===== src/rtl/pixel_stream_gen.sv =====
// pixel_stream_gen: raster 10-bit pixel source with H/V blanking, selectable
// test patterns, start/stop control and frame counting.
// Optional feature: define PIX_GEN_STALL_EN to add the iSTALL input, which
// holds the current pixel and drops oDVAL while ACTIVE.
module pixel_stream_gen #(
  parameter int H_ACTIVE = 640,
  parameter int V_ACTIVE = 480,
  parameter int H_BLANK  = 16,
  parameter int V_BLANK  = 2
) (
  input  logic        iCLK,
  input  logic        iRST,
  input  logic        iSTART,
  input  logic        iSTOP,
  input  logic [1:0]  iMODE,
  input  logic [9:0]  iLEVEL,
`ifdef PIX_GEN_STALL_EN
  input  logic        iSTALL,
`endif
  output logic        oDVAL,
  output logic [9:0]  oDATA,
  output logic [15:0] oX,
  output logic [15:0] oY,
  output logic        oFRAME_DONE,
  output logic [15:0] oFrameCount,
  output logic        oBUSY
);

  localparam logic [15:0] X_LAST  = 16'(H_ACTIVE - 1);
  localparam logic [15:0] Y_LAST  = 16'(V_ACTIVE - 1);
  localparam logic [31:0] HB_LAST = 32'(H_BLANK - 1);
  localparam logic [31:0] VB_LAST = 32'(V_BLANK * (H_ACTIVE + H_BLANK) - 1);

  typedef enum logic [1:0] {S_IDLE, S_ACTIVE, S_HBLANK, S_VBLANK} state_t;

  state_t      r_state, w_state_nxt;
  logic [15:0] r_x, r_y, w_x_nxt, w_y_nxt;
  logic [31:0] r_bcnt, w_bcnt_nxt;
  logic [1:0]  r_mode;
  logic [9:0]  r_level;
  logic        r_stop;
  logic        w_latch, w_dval_nxt, w_done_nxt, w_stall;

`ifdef PIX_GEN_STALL_EN
  assign w_stall = iSTALL;
`else
  assign w_stall = 1'b0;
`endif

  // Test-pattern value for one pixel under the latched mode.
  function automatic logic [9:0] pix(input logic [1:0] mode, input logic [9:0] level,
                                     input logic [9:0] x, input logic [9:0] y);
    logic [9:0] v;
    case (mode)
      2'd0:    v = level;
      2'd1:    v = x;
      2'd2:    v = (x[3] ^ y[3]) ? 10'd1023 : 10'd0;
      default: v = y;
    endcase
    return v;
  endfunction

  // State register.
  always_ff @(posedge iCLK or negedge iRST) begin
    if (!iRST) r_state <= S_IDLE;
    else       r_state <= w_state_nxt;
  end

  // Next state, raster counter updates and per-cycle strobes.
  always_comb begin
    w_state_nxt = r_state;
    w_x_nxt     = r_x;
    w_y_nxt     = r_y;
    w_bcnt_nxt  = r_bcnt;
    w_latch     = 1'b0;
    w_dval_nxt  = 1'b0;
    w_done_nxt  = 1'b0;
    unique case (r_state)
      S_IDLE: begin
        if (iSTART) begin
          w_state_nxt = S_ACTIVE;
          w_x_nxt     = 16'd0;
          w_y_nxt     = 16'd0;
          w_latch     = 1'b1;
        end
      end
      S_ACTIVE: begin
        if (!w_stall) begin
          w_dval_nxt = 1'b1;
          if (r_x == X_LAST) begin
            w_state_nxt = S_HBLANK;
            w_bcnt_nxt  = 32'd0;
          end else begin
            w_x_nxt = r_x + 16'd1;
          end
        end
      end
      S_HBLANK: begin
        if (r_bcnt == HB_LAST) begin
          w_bcnt_nxt = 32'd0;
          if (r_y < Y_LAST) begin
            w_state_nxt = S_ACTIVE;
            w_x_nxt     = 16'd0;
            w_y_nxt     = r_y + 16'd1;
          end else begin
            w_state_nxt = S_VBLANK;
          end
        end else begin
          w_bcnt_nxt = r_bcnt + 32'd1;
        end
      end
      S_VBLANK: begin
        if (r_bcnt == VB_LAST) begin
          w_done_nxt = 1'b1;
          // A stop arriving on this very edge still ends the run here.
          if (r_stop || iSTOP) begin
            w_state_nxt = S_IDLE;
          end else begin
            w_state_nxt = S_ACTIVE;
            w_x_nxt     = 16'd0;
            w_y_nxt     = 16'd0;
            w_latch     = 1'b1;
          end
        end else begin
          w_bcnt_nxt = r_bcnt + 32'd1;
        end
      end
    endcase
  end

  // Raster counters, latched pattern selection and stop latch.
  always_ff @(posedge iCLK or negedge iRST) begin
    if (!iRST) begin
      r_x     <= 16'd0;
      r_y     <= 16'd0;
      r_bcnt  <= 32'd0;
      r_mode  <= 2'd0;
      r_level <= 10'd0;
      r_stop  <= 1'b0;
    end else begin
      r_x    <= w_x_nxt;
      r_y    <= w_y_nxt;
      r_bcnt <= w_bcnt_nxt;
      if (w_latch) begin
        r_mode  <= iMODE;
        r_level <= iLEVEL;
      end
      if (w_state_nxt == S_IDLE)
        r_stop <= 1'b0;
      else if (r_state != S_IDLE && iSTOP)
        r_stop <= 1'b1;
    end
  end

  // Registered stream and status outputs.
  always_ff @(posedge iCLK or negedge iRST) begin
    if (!iRST) begin
      oDVAL       <= 1'b0;
      oDATA       <= 10'd0;
      oX          <= 16'd0;
      oY          <= 16'd0;
      oFRAME_DONE <= 1'b0;
      oFrameCount <= 16'd0;
      oBUSY       <= 1'b0;
    end else begin
      oDVAL       <= w_dval_nxt;
      oFRAME_DONE <= w_done_nxt;
      oBUSY       <= (r_state != S_IDLE);
      if (w_dval_nxt) begin
        oDATA <= pix(r_mode, r_level, r_x[9:0], r_y[9:0]);
        oX    <= r_x;
        oY    <= r_y;
      end else begin
        oDATA <= 10'd0;
      end
      if (w_done_nxt)
        oFrameCount <= oFrameCount + 16'd1;
    end
  end

endmodule


===== config.mk =====
export PLATFORM = sky130hd
export DESIGN_NAME = pixel_stream_gen
export DESIGN_NICKNAME = d
export VERILOG_FILES = /design/src/rtl/pixel_stream_gen.sv
export SDC_FILE = /design/constraint.sdc
export NUM_CORES = 1
export LEC_CHECK = 0
export ABC_AREA = 1
export CORE_MARGIN = 3
export CORE_UTILIZATION = 45
export CTS_CLUSTER_SIZE = 25
export DETAILED_ROUTE_END_ITERATION = 12
export PLACE_DENSITY = 0.76
export SYNTH_ARGS = -nofsm -noshare
export SYNTH_HDL_FRONTEND = slang
export SYNTH_SLANG_ARGS = --single-unit

===== constraint.sdc =====
create_clock -name iCLK -period 1.9 [get_ports iCLK]
set_clock_uncertainty 0.2 [all_clocks]
set_input_delay 0.19 -clock iCLK [delete_from_list [all_inputs] [get_ports iCLK]]
set_output_delay 0.19 -clock iCLK [all_outputs]
set_load 0.02 [all_outputs]

==> run summary <==
Ant. Diodes -> 0
Clock tree buffer depth -> 2
Highest clock rate -> 0.441 GHz
R2r startpoint -> r_bcnt[4]
Die Width -> 134 um
Commonest cells after routing, fill and taps aside -> 196 x nand2_1, 138 x dfrtp_1, 130 x buf_4, 87 x inv_1, 66 x clkdlybuf4s50_1
Final #Nets -> 1186
CP startpoint kind -> flip-flop
Top cells by area, synth -> dfrtp_1 48%, nand2_1 13%, nor2_1 5.2%, inv_1 4.7%, o21ai_0 3.6%
Max-slew headroom -> 67.0%
Internal Power -> 0.00697 W
Sequential area share after synthesis -> 47.7%
Reg-to-Reg End -> r_bcnt[11]
Core area -> 15900 um^2
Unique masters post-synth -> 47
Via Count -> 7698
Total Wirelength -> 24400 um
Final count of hold timing violations -> 0
Vias in the first global route -> 7111
Syn Area/Cell -> 7.95 um^2
Crit path max-delay cell type -> dfrtp_1
Synth Cell Area -> 7350 um^2
Worst vdd ir -> 0.731 mV
DRC Markers -> 0
MaxCap Viol Count -> 0
Comb pwr share -> 38.2%
Data required, critical path -> 2060 ps
Fin crit share -> 119%
WP data arrival -> 2430 ps
CTS tree -> done
Antenna viol nets, final -> 0
# setup viols final -> 93
CP endpoint -> r_bcnt[11]
Tightest Pin Transition -> 493 ps
Initial DRC Count -> 880
CP peak stage delay -> 480 ps
IO Count -> 77
M3 GR Usage -> 5.10%
Clk_lat worst skew -> 440 ps
GPL Wtd Cong -> 0.923
Worst Path Max Fanout -> 4
Most common cell after layout, fill and taps aside -> nand2_1
Status -> complete, but fails checks
Share of layout cells above drive strength 1 -> 35.5%
Yosys top cell by area -> dfrtp_1
Sequential share of power -> 32.6%
RSZ-0062 raised after global routing -> true
DP Worst Slack -> -209 ps
CP Capture Type -> flip-flop
P_leak -> 5.34 nW
Antenna violations before repair -> 0
Cell Chain, Critical Path -> buf_4 > nand2_1 > nor3_2 > nand2_1 > nor2_2 > xor2_1 > a21oi_1 > nand2_2 > o21ai_2
Largest net degree at the start of global routing -> 58
Hold WC Path Type -> input port to asynchronous set/reset pin
Total GRT Usage -> 24.5%
Clk network pwr share -> 29.2%
Post-layout min period -> 2270 ps
Post-layout worst setup margin -> -366 ps
Cell count after synthesis -> 924
Clock transition at path regs -> 60 ps
Overflow after GRT -> 0
Register bit total from synthesis -> 140
Synth warnings -> 0
Root buffer cell -> clkbuf_16
Buffers on Ports -> 76
Initial Util -> 46.1%
Max-slew violations -> 0
PD cells -> 962 nW/um^2
Full die area -> 17900 um^2
Busiest layer in global routing -> met2
Hpwl dp -> 14300 um
Syn nets -> 948
GRT met2 Usage -> 40.3%
Die height -> 134 um
Critical Path Source -> r_bcnt[4]
Register-to-register setup slack -> -370 ps
Area fraction of the dominant cell type after synthesis -> 47.7%
Most Frequent Cell on Critical Path -> nand2_1
CTS Buf Count -> 17
Kind of critical path -> flip-flop to flip-flop
Drt wl/cell -> 17.5 um
CTS H-tree lvls -> 4
Initial DRT Pass Iterations -> 5
Switching part of the total power -> 36.3%
Failing checks -> setup timing
# rows -> 46
Worst reg2reg path depth -> 9
First-pass GRT wire length -> 35400 um
Fin Hold WS -> 6.47 ps
P&R area growth vs syn -> 54.8%
Vias per Instance -> 5.53
Met1 GRT Util -> 32.7%
Clock sinks -> 140
Sw Pwr -> 0.00398 W
-- power groups by stage --
stage | Clock, W | Combinational (W) | Sequential [W]
2_1_floorplan | 0 | 0.00138 | 0.00369
5_1_grt | 0.00336 | 0.00439 | 0.00359
3_5_place_dp | 0 | 0.00272 | 0.00355
4_1_cts | 0.00319 | 0.00347 | 0.00351
3_3_place_gp | 0 | 0.00265 | 0.00354
6_report | 0.00319 | 0.00418 | 0.00357
-- routing by layer --
layer / share of wire [%] / wire (um)
met1: 39 / 9510
met2: 50 / 12300
met3: 7.0 / 1700
met4: 3.6 / 890
met5: 0 / 0
-- per-stage QoR --
step           total power, W  utilization [%]  TNS (ps)  area (um^2)  std cells
2_1_floorplan         0.00507                -      -217         7370        924
3_3_place_gp          0.00619             58.3     -8280         9300       1318
3_5_place_dp          0.00627             58.3    -10320         9300       1318
4_1_cts                0.0102             66.1     -5360        10500       1373
5_1_grt                0.0113             71.3    -31360        11400       1391
6_report               0.0109             71.3    -23310        11400       1391
-- synth_stat cells, drive strengths merged --
library cell    n
a22oi          10
nand3b          3
nor4            5
and3            1
ha              8
o211ai          3
nand2         270
or3             1
o21ai          69
o2111ai         3
a211oi          1
a221oi         10
dfrtp         140
xor2           30
mux2            1
nor3           31
nor3b           3
xnor2           5
a21o            2
nand3          41
nand4          22
buf            19
clkbuf         11
nor2          103
or2             2
a21oi          28
o21bai          2
inv            98
clkinv          2
-- cells by family after synthesis --
group | count (synthesis) | synth area share, %
AOI/OAI and AO/OA | 128 | 10.9
xor gates and xnor gates | 35 | 4.17
adders and majority gates | 8 | 1.36
buffers and inverters | 130 | 7.54
DFF | 140 | 47.7
muxes | 1 | 0.153
and+or+nand+nor | 482 | 28.2
-- state kept, by name, indices dropped and copies added, names as in the netlist, 2 cells and up --
signal,flops
oDATA,10
oFrameCount,16
oX,16
oY,16
r_bcnt,32
r_level,10
r_mode,2
r_state,2
r_x,16
r_y,16
-- worst min-delay path by stage --
| stage | end | depth (start not counted) |
|---|---|---|
| 6_report | r_x[12] | 2 |
| 5_1_grt | r_x[12] | 2 |
| 4_1_cts | oX[11] | 2 |
| 3_5_place_dp | r_x[12] | 1 |
| 3_3_place_gp | r_x[12] | 1 |
| 2_1_floorplan | oBUSY | 0 |
-- timing repair --
| action | 4_1_cts | 5_1_grt |
|---|---|---|
| cloned | 6 | 5 |
| setup buffers | 18 | 17 |
| resized for setup | 149 | 167 |
| endpoints found under the hold margin | 140 | 0 |
| setup endpoints to repair | 101 | 126 |
| hold buffers | 1 | 0 |
| pin swaps | 19 | 56 |
-- critical path, delay by kind of cell (launching register included) --
| family | cells | cell delay (ps) |
|---|---|---|
| and+or+nand+nor | 5 | 910 |
| DFF | 1 | 480 |
| xor gates and xnor gates | 1 | 120 |
| buffers and inverters | 1 | 190 |
| AOI/OAI and AO/OA | 2 | 290 |
-- area by class of cell --
type	instances	area, um^2
Clock buffer	20	447
Timing Repair Buffer	247	2400
Multi-Input combinational cell	654	4200
Timing Repair inverter	2	25.0
Fill cell	1067	4570
Inverter	100	403
Sequential cell	140	3510
Tap cell	216	270
Clock inverter	12	116
(Power assumes the default switching activity.)
